### src/rtl/aes_pkg.sv
// Shared AES datapath types: column/state words, the column sequencer state set,
// and a column extraction helper (column 0 is the most significant word).
package aes_pkg;

    localparam int unsigned AES_COL_W    = 32;
    localparam int unsigned AES_NUM_COLS = 4;

    typedef logic [AES_COL_W-1:0]              aes_col_t;
    typedef logic [AES_NUM_COLS*AES_COL_W-1:0] aes_state_t;

    typedef enum logic [1:0] {
        SEQ_IDLE,
        SEQ_ISSUE,
        SEQ_WAIT,
        SEQ_DONE
    } col_seq_state_t;

    function automatic aes_col_t col_of(aes_state_t s, logic [1:0] i);
        aes_col_t c;
        case (i)
            2'd0:    c = s[127:96];
            2'd1:    c = s[95:64];
            2'd2:    c = s[63:32];
            default: c = s[31:0];
        endcase
        return c;
    endfunction

endpackage

### src/rtl/aes_col_extract.sv
// Combinational column selector: picks one COL_W-bit column out of the state,
// column 0 being the most significant word.
module aes_col_extract #(
    parameter int unsigned COL_W    = 32,
    parameter int unsigned NUM_COLS = 4
) (
    input  logic [NUM_COLS*COL_W-1:0]    state_i,
    input  logic [$clog2(NUM_COLS)-1:0]  idx_i,
    output logic [COL_W-1:0]             col_o
);

    localparam int unsigned IW = $clog2(NUM_COLS);

    always_comb begin
        col_o = '0;
        for (int unsigned c = 0; c < NUM_COLS; c++) begin
            if (idx_i == IW'(c)) begin
                col_o = state_i[(NUM_COLS-1-c)*COL_W +: COL_W];
            end
        end
    end

endmodule

### src/rtl/aes_col_sequencer.sv
// Issues the four columns of a latched AES state to a column unit over valid/ready,
// writes each returned column back into its slot and pulses Done when all are back.
module aes_col_sequencer
    import aes_pkg::*;
#(
    parameter int unsigned COL_W    = 32,
    parameter int unsigned NUM_COLS = 4
) (
    input  logic                         Clk,
    input  logic                         Reset,
    input  logic                         Start,
    input  logic [NUM_COLS*COL_W-1:0]    State_In,
    output logic [COL_W-1:0]             Col_Out,
    output logic [$clog2(NUM_COLS)-1:0]  Col_Idx,
    output logic                         Col_Valid,
    input  logic                         Col_Ready,
    input  logic [COL_W-1:0]             Ret_Col,
    input  logic                         Ret_Valid,
    output logic [NUM_COLS*COL_W-1:0]    State_Out,
    output logic                         Busy,
    output logic                         Done
);

    localparam int unsigned IW = $clog2(NUM_COLS);
    localparam int unsigned SW = NUM_COLS * COL_W;

    col_seq_state_t  state_q, state_d;
    logic [IW-1:0]   idx_q, idx_d;
    logic [SW-1:0]   buf_q, buf_d;
    logic [SW-1:0]   out_q, out_d;
    logic [NUM_COLS-1:0] wr_en;

    aes_col_extract #(
        .COL_W    (COL_W),
        .NUM_COLS (NUM_COLS)
    ) u_extract (
        .state_i (buf_q),
        .idx_i   (idx_q),
        .col_o   (Col_Out)
    );

    always_comb begin
        state_d = state_q;
        idx_d   = idx_q;
        buf_d   = buf_q;
        out_d   = out_q;
        unique case (state_q)
            SEQ_IDLE: begin
                if (Start) begin
                    state_d = SEQ_ISSUE;
                    idx_d   = '0;
                    buf_d   = State_In;
                    out_d   = State_In;
                end
            end
            SEQ_ISSUE: begin
                if (Col_Ready) state_d = SEQ_WAIT;
            end
            SEQ_WAIT: begin
                if (Ret_Valid) begin
                    // the last column is terminal: leave through DONE instead of wrapping idx
                    if (idx_q == IW'(NUM_COLS-1)) begin
                        state_d = SEQ_DONE;
                    end else begin
                        state_d = SEQ_ISSUE;
                        idx_d   = idx_q + 1'b1;
                    end
                end
            end
            SEQ_DONE: state_d = SEQ_IDLE;
            default:  state_d = SEQ_IDLE;
        endcase

        for (int unsigned c = 0; c < NUM_COLS; c++) begin
            wr_en[c] = (state_q == SEQ_WAIT) && Ret_Valid && (idx_q == IW'(c));
            if (wr_en[c]) out_d[(NUM_COLS-1-c)*COL_W +: COL_W] = Ret_Col;
        end
    end

    always_ff @(posedge Clk or posedge Reset) begin
        if (Reset) begin
            state_q <= SEQ_IDLE;
            idx_q   <= '0;
            buf_q   <= '0;
            out_q   <= '0;
        end else begin
            state_q <= state_d;
            idx_q   <= idx_d;
            buf_q   <= buf_d;
            out_q   <= out_d;
        end
    end

    always_comb begin
        Col_Idx   = idx_q;
        Col_Valid = (state_q == SEQ_ISSUE);
        Busy      = (state_q != SEQ_IDLE);
        Done      = (state_q == SEQ_DONE);
        State_Out = out_q;
    end

endmodule

### config.mk
export PLATFORM = sky130hd
export DESIGN_NAME = aes_col_sequencer
export DESIGN_NICKNAME = d
export VERILOG_FILES = /design/src/rtl/aes_pkg.sv /design/src/rtl/aes_col_extract.sv /design/src/rtl/aes_col_sequencer.sv
export SDC_FILE = /design/constraint.sdc
export NUM_CORES = 1
export LEC_CHECK = 0
export CAP_MARGIN = 20
export CORE_MARGIN = 4
export CORE_UTILIZATION = 43
export CTS_CLUSTER_SIZE = 30
export DETAILED_ROUTE_END_ITERATION = 8
export MAX_ROUTING_LAYER = met4
export PLACE_DENSITY_LB_ADDON = 0.2
export SLEW_MARGIN = 10
export SYNTH_ARGS = -nofsm -noshare
export SYNTH_HDL_FRONTEND = slang
export SYNTH_HIERARCHICAL = 1
export SYNTH_SLANG_ARGS = --single-unit
### constraint.sdc
create_clock -name Clk -period 7.4 [get_ports Clk]
set_input_delay 0.74 -clock Clk [delete_from_list [all_inputs] [get_ports Clk]]
set_output_delay 0.74 -clock Clk [all_outputs]
set_load 0.02 [all_outputs]
==> flow_summary.ini, run 1 <==
[worst_setup_path]
reg2reg_depth = 6
worst-path-max-fanout = 20
critPathKind = reg -> out
timing.critical_path.to_type = primary output
crit_arrival_ns = 3.02
timing.reg2reg.setup_slack_ns = 3.99
rr_endpoint = State_Out[23]$_DFFE_PP0P_
r2r_start = Col_Idx[0]$_DFFE_PP0P_
setup.worst_path.start_class = flop
worst_ep_required_time_ns = 6.66

[timing]
rsz0062_at_grt = no
final-hold-violation-count = 0
maximum_operating_frequency_ghz = 0.266
timing.final.setup_violations = 0
slew_viol_final = 0
worst_hold_slack_ns = 0.470
final.period_utilization_pct = 50.8
slew_headroom_pct = 11.0
setup-tns-final_ns = 0
minimum_setup_slack_in_the_final_design_ns = 3.64
tightest_slew_ns = 1.33
finalClockSkew_ns = 0.00825
timing.final.crit_period_ns = 3.76

[global_routing]
global_route.usage.total_pct = 23.8
antenna_found_initial = 0
grt_pass1_vias = 9625
grt_start_max_net_pins = 257
overflow = 0
grt_pass1_wl_mm = 53.4

[clock_tree]
clock_insertion_delay_worst_skew_ns = 0.51
htreeDepth = 1
cts_made_buffers = 27
cts.sink_count = 260
clk_path_buf_depth = 3
post_cts_hold_buffer_count = 0
cts.clk_slew.worst_paths_ns = 0.06
cts_tree = yes
cts_root_buffer = sky130_fd_sc_hd__clkbuf_16
post-cts-setup-buffers = 0
ctsResizeCount = 0

[hold_path]
timing.hold.worst_endpoint = buf_q[61]$_DFFE_PP0P_
timing.hold.worst.class = reg -> reg
holdCritStartpoint = buf_q[61]$_DFFE_PP0P_
min_path_cells = 2

[route]
remaining_drc_errors = 0
detailedRoute.firstIterationViolations = 882
routed_wirelength_mm = 33.6
routed_via_density = 5.23
post_drt_wl_per_cell_um = 18.6
first_pass_iters = 6
drt.antenna.violating_nets = 0
route.vias.total = 9473

[floorplan]
initial_utilization_pct = 44.1
rows = 58
die_span_in_y_um = 169
top_level_ports = 330
width_of_the_die_um = 169
core-area_um2 = 25400
die-area_um2 = 28700

[placed_design]
detailed_placer_s_ending_hpwl_mm = 22.7
finalWeightedCongestion = 0.831
pre_cts_ws_ns = 3.93
io_buffer_count = 329

[power]
proportion_of_power_drawn_by_combinational_gates_pct = 45.7
seqPwrFrac_pct = 34.9
p_leak_nw = 7.26
power.switching_fraction_pct = 38.1
clkPwrFrac_pct = 19.4
cellPowerDensity_nw_per_um2 = 479
vdd_drop_max_uv = 324
internal_power_mw = 4.58
net-switching-power_mw = 2.82

[yosys]
synth_top_cell_by_area = sky130_fd_sc_hd__dfrtp_1
synthCells = 1170
yosys-top-cells-area = sky130_fd_sc_hd__dfrtp_1 (58%), sky130_fd_sc_hd__nand2_1 (17%), sky130_fd_sc_hd__a31oi_1 (7.1%), sky130_fd_sc_hd__mux4_2 (6.0%), sky130_fd_sc_hd__nor2_1 (4.3%)
syn_area_um2 = 11200
synth-edff-count = 0
ys_async_sr_fraction_pct = 100
synth.most_common_cell = sky130_fd_sc_hd__nand2_1
synth_top_cell_area_share_pct = 58.1
synthTopCellsByCount = sky130_fd_sc_hd__nand2_1 (515), sky130_fd_sc_hd__dfrtp_1 (260), sky130_fd_sc_hd__nor2_1 (129)
synth-seq-cells = 260
syn_area_per_cell_um2 = 9.58
synth_sequential_area_ratio_pct = 58.1
ys_types = 28
syn_nets = 1339
ys.flop_type = sky130_fd_sc_hd__dfrtp_1
ys.warnings.count = 6

[outcome]
outcome = completed

[job]
max-cap-violations = 0

[cells_and_area]
layout.nets = 1631
antenna_cells = 0
areaGrowthSynthToFinish_pct = 38.0
post_route_cells_drive_above_1_share_pct = 6.68
==> cell families (layout without fill, tap and decap cells) <==
| logic type | count (synthesis) | after routing | share of synthesized area (%) |
|---|---|---|---|
| AOI/OAI and AO/OA | 134 | 134 | 7.54 |
| muxes | 34 | 34 | 6.69 |
| DFF | 260 | 260 | 58.1 |
| adders and majority gates | 4 | 4 | 0.447 |
| and+or+nand+nor | 655 | 655 | 22.4 |
| buffers and inverters | 83 | 395 | 4.90 |
==> power groups by stage <==
| stage | combinational (mW) | sequential, mW | clock (mW) |
|---|---|---|---|
| 5_1_grt | 3.66 | 2.68 | 1.53 |
| 2_1_floorplan | 1.65 | 2.86 | 0 |
| 6_report | 3.39 | 2.58 | 1.44 |
| 3_5_place_dp | 3.41 | 2.59 | 0 |
| 4_1_cts | 3.42 | 2.59 | 1.46 |
| 3_3_place_gp | 3.35 | 2.59 | 0 |
==> cells in the final DEF (no fill, tap or decap), types with 4 or more instances in the layout <==
cell,n
sky130_fd_sc_hd__clkbuf_16,27
sky130_fd_sc_hd__a31oi_1,128
sky130_fd_sc_hd__clkbuf_8,7
sky130_fd_sc_hd__dfrtp_1,258
sky130_fd_sc_hd__mux4_2,30
sky130_fd_sc_hd__clkdlybuf4s50_1,329
sky130_fd_sc_hd__ha_1,4
sky130_fd_sc_hd__nand2_1,515
sky130_fd_sc_hd__buf_4,12
sky130_fd_sc_hd__bufinv_16,4
sky130_fd_sc_hd__nor2_1,129
sky130_fd_sc_hd__clkinv_2,9
sky130_fd_sc_hd__nand4b_1,4
==> flip-flops by register name, indices dropped and copies added, names as in the netlist <==
register,flops
State_Out,128
buf_q,128
Col_Idx,2
state_q,2
==> cell type report <==
class	instances	area, µm²
Timing Repair Buffer	343	3420
Tap cell	330	413
Inverter	3	15.0
Clock buffer	35	776
Clock inverter	14	174
Multi-Input combinational cell	827	4160
Sequential cell	260	6510
Fill cell	2174	9930
==> per-layer routing <==
metal	part of all wire, %	up-vias	track usage, %
met1	42	4579	32.1
met5	0	-	-
li1	-	4436	-
met4	1.9	0	4.83
met3	8.0	44	4.82
met2	48	414	38.0
==> worst max path at each step <==
stage	from	end	slack (ns)	cells past startpoint
2_1_floorplan	Reset	Col_Idx[0]$_DFFE_PP0P_	3.23	1
3_3_place_gp	Col_Idx[0]$_DFFE_PP0P_	State_Out[21]$_DFFE_PP0P_	3.96	6
3_5_place_dp	Col_Idx[0]$_DFFE_PP0P_	State_Out[23]$_DFFE_PP0P_	3.93	6
4_1_cts	Col_Idx[0]$_DFFE_PP0P_	Col_Out[31]	3.56	3
5_1_grt	Col_Idx[0]$_DFFE_PP0P_	Col_Out[31]	3.43	3
6_report	Col_Idx[0]$_DFFE_PP0P_	Col_Out[0]	3.64	3
==> worst max-delay path, stage by stage (launching register included) <==
cell and delay, ns:
sky130_fd_sc_hd__dfrtp_2 0.78, sky130_fd_sc_hd__buf_4 0.49, sky130_fd_sc_hd__mux4_1 0.62, sky130_fd_sc_hd__clkdlybuf4s50_1 0.57
==> per-stage QoR <==
step / instance area, µm² / util [%] / total power, mW / cells
after global placement: 14500 / 57.2 / 5.94 / 1763
after floorplan: 11200 / - / 4.51 / 1170
after detailed placement: 14500 / 57.2 / 6.01 / 1763
after global routing: 15500 / 60.9 / 7.86 / 1812
final: 15500 / 60.9 / 7.41 / 1812
after CTS: 15500 / 60.9 / 7.47 / 1812
Note: power is estimated with default switching activity, not from simulation.
==> run 2: changes to the inputs <==
Settings changed: CORE_UTILIZATION 43 to 45.
Clock period 7.4 ns to 3.82 ns, I/O delays scaled along.
==> run 2 against run 1 <==
- first-iteration DRC count shrank 1.8%
- power grew 95%
- critical path depth is the same
- clock power grew 97%
- flip-flop and latch count is the same
- die area shrank 4.2%
- utilization grew 3.0 points
- clock skew grew 0.0029 ns
- cell area grew 0.75%
- sequential share of layout area shrank 0.31 points
- routed wire length grew 1.5%
- worst setup slack lost 3.0 ns
==> flow_summary.ini, run 2 (synthesis gave the netlist of run 1 again) <==
[outcome]
outcome = completed

[power]
p_leak_nw = 7.31
cellPowerDensity_nw_per_um2 = 929
vdd_drop_max_uv = 493

[clock_tree]
clock_insertion_delay_worst_skew_ns = 0.53
cts.sink_count = 260
post-cts-setup-buffers = 0
post_cts_hold_buffer_count = 0
cts_tree = yes
htreeDepth = 1
clk_path_buf_depth = 3
cts_root_buffer = sky130_fd_sc_hd__clkbuf_16
ctsResizeCount = 0
cts.clk_slew.worst_paths_ns = 0.06
cts_made_buffers = 28

[timing]
setup-tns-final_ns = 0
slew_viol_final = 0
finalClockSkew_ns = 0.0112
final-hold-violation-count = 0
maximum_operating_frequency_ghz = 0.320
timing.final.setup_violations = 0
timing.final.crit_period_ns = 3.13
final.period_utilization_pct = 81.9
slew_headroom_pct = 27.2
tightest_slew_ns = 1.09
rsz0062_at_grt = no

[route]
routed_wirelength_mm = 34.2
remaining_drc_errors = 0
drt.antenna.violating_nets = 0
detailedRoute.firstIterationViolations = 866
routed_via_density = 5.30
first_pass_iters = 8
post_drt_wl_per_cell_um = 18.8
route.vias.total = 9614

[worst_setup_path]
setup.worst_path.start_class = flop
timing.critical_path.to_type = primary output
worst-path-max-fanout = 19
critPathKind = reg -> out
worst_ep_required_time_ns = 3.44
crit_arrival_ns = 2.75

[floorplan]
core-area_um2 = 24400
die-area_um2 = 27500
width_of_the_die_um = 166
initial_utilization_pct = 45.9
rows = 57
die_span_in_y_um = 166
top_level_ports = 330

[global_routing]
overflow = 0
global_route.usage.total_pct = 25.2
antenna_found_initial = 0
grt_pass1_vias = 9943
grt_pass1_wl_mm = 55.0
grt_start_max_net_pins = 143

[placed_design]
finalWeightedCongestion = 0.832
io_buffer_count = 329
detailed_placer_s_ending_hpwl_mm = 23.2

[cells_and_area]
layout.cells.most_common_list = sky130_fd_sc_hd__nand2_1 (515), sky130_fd_sc_hd__clkdlybuf4s50_1 (329), sky130_fd_sc_hd__dfrtp_1 (258)
final_common_cell = sky130_fd_sc_hd__nand2_1
antenna_cells = 0
layout.nets = 1638
post_route_cells_drive_above_1_share_pct = 7.12
areaGrowthSynthToFinish_pct = 39.1
utilization_pct = 63.9

[job]
max-cap-violations = 0

[hold_path]
timing.hold.worst.class = in -> reg
-- run 2: changes by cell type in the layout (fill, tap and decap cells not counted), sizes merged --
cell / delta
buf: +6
clkinvlp: +2
clkinv: -1
-- run 2: worst max-delay path, cell delays in order (launching register included) --
cell and delay [ns]:
sky130_fd_sc_hd__dfrtp_2 0.80, sky130_fd_sc_hd__buf_12 0.30, sky130_fd_sc_hd__mux4_2 0.51, sky130_fd_sc_hd__clkdlybuf4s50_1 0.60
-- run 2: layer usage --
layer,track usage (%),wire (µm)
met5,-,0
met1,33.0,14500
met2,40.4,16200
met4,6.53,909
met3,5.40,2580
-- run 2: power breakdown --
group | internal (mW) | switching (mW) | leakage [nW] | total, mW
Combinational | 3.11 | 3.49 | 3.62 | 6.60
Sequential | 4.10 | 0.940 | 3.20 | 5.04
Clock | 1.74 | 1.10 | 0.487 | 2.84
-- run 2: layout make-up --
cell class / instances / area (µm²)
fillers: 2019 / 8810
flip-flops and latches: 260 / 6510
multi-input cells: 827 / 4160
repair buffers: 349 / 3520
clock buffers: 35 / 798
well taps: 324 / 405
clock inverters: 15 / 180
inverters: 3 / 15.0
-- run 2: final timing paths --
path,from,slack (ns),end,cells after the start
worst max-delay path,Col_Idx[0]$_DFFE_PP0P_,0.69,Col_Out[27],3
worst min-delay path,State_In[109],0.41,buf_q[109]$_DFFE_PP0P_,3
max in group asynchronous,Reset,2.55,buf_q[47]$_DFFE_PP0P_,3
worst max register to register,Col_Idx[1]$_DFFE_PP0P_,1.38,State_Out[121]$_DFFE_PP0P_,6
worst min register to register,buf_q[84]$_DFFE_PP0P_,0.47,buf_q[84]$_DFFE_PP0P_,2
min in group asynchronous,Reset,0.43,State_Out[18]$_DFFE_PP0P_,2
-- run 2: through the flow --
stage                     area, µm²  total power, mW  hold WS (ns)  cells  worst slack, ns
after floorplan               11200             8.74         0.437   1170           0.0104
after global placement        14600             11.6         0.453   1763             1.21
after detailed placement      14600             11.7         0.460   1763             1.19
after CTS                     15600             14.6         0.392   1813            0.628
after global routing          15600             15.4         0.409   1813            0.565
final                         15600             14.5         0.409   1813            0.693
==> run 3: changes to the inputs <==
Clock period 3.82 ns to 3.05 ns, I/O delays scaled along.
==> run 3 against run 2 <==
- count of clock-buffer cells in the layout increased by 10
- utilization up 0.36 points
- via count down 1.4%
- sequential share of layout area fell by 0.23 points
- clock skew grew 0.0049 ns
- final cell count increased by 0.33%
- clock power grew 26%
- flip-flop and latch count stayed put
- global-route usage decreased by 0.12 points
- largest power group unchanged
==> flow_summary.ini, run 3 (synthesis gave the netlist of run 1 again) <==
[outcome]
outcome = completed

[global_routing]
grt.busiest_layer = met2
antenna_found_initial = 2
globalRouteMet2Util_pct = 39.7
grt_pass1_wl_mm = 54.6
grt_pass1_vias = 9579
global_route.usage.total_pct = 25.1
grtUsageMet3_pct = 6.43
overflow = 0
grt_start_max_net_pins = 125
globalRouteMet1Util_pct = 33.1

[cells_and_area]
multiInputGateArea_um2 = 4160
layout.nets = 1640
n_fill_cell = 2044
post_route_cells_drive_above_1_share_pct = 6.97
areaGrowthSynthToFinish_pct = 39.9
final_common_cell = sky130_fd_sc_hd__nand2_1
ff_latch_area_um2 = 6510
layout.cells.most_common_list = sky130_fd_sc_hd__nand2_1 (515), sky130_fd_sc_hd__clkdlybuf4s50_1 (329), sky130_fd_sc_hd__dfrtp_1 (258)
postLayoutCellArea_um2 = 15700
utilization_pct = 64.3

[timing]
maximum_operating_frequency_ghz = 0.356
slew_viol_final = 0
slew_headroom_pct = 53.4
finalClockSkew_ns = 0.0161
rsz0062_at_grt = no
tightest_slew_ns = 0.700
minimum_setup_slack_in_the_final_design_ns = 0.239
timing.final.crit_period_ns = 2.81
final.period_utilization_pct = 92.1
final-hold-violation-count = 0
timing.final.setup_violations = 0

[worst_setup_path]
worstPathCellList = buf_12 > mux4_1 > clkdlybuf4s50_1
critical-path-top-delay-family = buffers and inverters
worst_ep_required_time_ns = 2.74
setup.worst_path.start_class = flop
worstPathBufferInverterCount = 2
critical_path.slowest_cell = sky130_fd_sc_hd__mux4_1
critPathKind = reg -> out
worst-path-max-fanout = 14
crit_arrival_ns = 2.51
critPathMaxStageDelay_ns = 0.60
timing.critical_path.to_type = primary output

[floorplan]
initial_utilization_pct = 45.9
die_span_in_y_um = 166
die-area_um2 = 27500
width_of_the_die_um = 166
top_level_ports = 330
rows = 57
core-area_um2 = 24400

[route]
routed_via_density = 5.21
route.vias.total = 9481
drt.antenna.violating_nets = 0
routed_wirelength_mm = 34.2
post_drt_wl_per_cell_um = 18.8
detailedRoute.firstIterationViolations = 860
remaining_drc_errors = 0
first_pass_iters = 5

[clock_tree]
ctsResizeCount = 0
clk_path_buf_depth = 3
cts_made_buffers = 29
cts.clk_slew.worst_paths_ns = 0.06
cts_root_buffer = sky130_fd_sc_hd__clkbuf_16
clock_insertion_delay_worst_skew_ns = 0.53
cts.sink_count = 260
post_cts_hold_buffer_count = 0
post-cts-setup-buffers = 0
cts_tree = yes
htreeDepth = 1

[power]
p_leak_nw = 7.34
vdd_drop_max_uv = 620
cellPowerDensity_nw_per_um2 = 1170
fin_total_pwr_mw = 18.3

[job]
max-cap-violations = 0

[placed_design]
io_buffer_count = 329
pre_cts_ws_ns = 0.774
finalWeightedCongestion = 0.834
detailed_placer_s_ending_hpwl_mm = 23.9
postPlaceCellArea_um2 = 14700

[hold_path]
timing.hold.worst.class = in -> async
## run 3: stage by stage
stage	hold WS [ns]	instances	setup TNS (ns)
floorplan	0.422	1170	-177.47
global placement	0.453	1764	0
detailed placement	0.456	1764	0
CTS	0.298	1817	0
global route	0.320	1819	0
finish	0.287	1819	0
## run 3: worst register-to-register path, stage by stage, from the launching register on
cell,delay [ns]
sky130_fd_sc_hd__dfrtp_2,0.69
sky130_fd_sc_hd__buf_4,0.35
sky130_fd_sc_hd__inv_1,0.10
sky130_fd_sc_hd__ha_1,0.18
sky130_fd_sc_hd__nand4b_1,0.16
sky130_fd_sc_hd__buf_4,0.43
sky130_fd_sc_hd__nor2_1,0.11
sky130_fd_sc_hd__a31oi_1,0.17
## run 3: area by class of cell
class	instances	area share [%]
Inverter	3	0.0958
Clock inverter	8	0.734
Tap cell	324	2.59
Multi-Input combinational cell	827	26.5
Timing Repair Buffer	350	22.9
Clock buffer	45	5.59
Antenna cell	2	0.0319
Sequential cell	260	41.5
## run 3: path summary, 6_finish.rpt
kind	from	endpoint	slack, ns	cells past startpoint
setup / recovery	Col_Idx[0]$_DFFE_PP0P_	Col_Out[31]	0.24	3
hold / removal	Reset	buf_q[117]$_DFFE_PP0P_	0.29	3
setup reg to reg	Col_Idx[1]$_DFFE_PP0P_	State_Out[96]$_DFFE_PP0P_	0.78	7
min in group Clk	State_In[102]	buf_q[102]$_DFFE_PP0P_	0.33	3
max in group asynchronous	Reset	Col_Idx[0]$_DFFE_PP0P_	2.07	3
hold reg to reg	buf_q[96]$_DFFE_PP0P_	buf_q[96]$_DFFE_PP0P_	0.47	2
## run 3: power by group
part	internal, mW	switching, mW	leakage, nW
Combinational	3.98	4.49	3.65
Sequential	5.14	1.09	3.20
Clock	2.21	1.36	0.492
Total	11.3	6.94	7.34
## run 3: layer usage
layer  up-vias  share of wire [%]
li1       4465                  -
met1      4577                 42
met2       393                 48
met3        46                8.2
met4         0                2.2
met5         -                  0
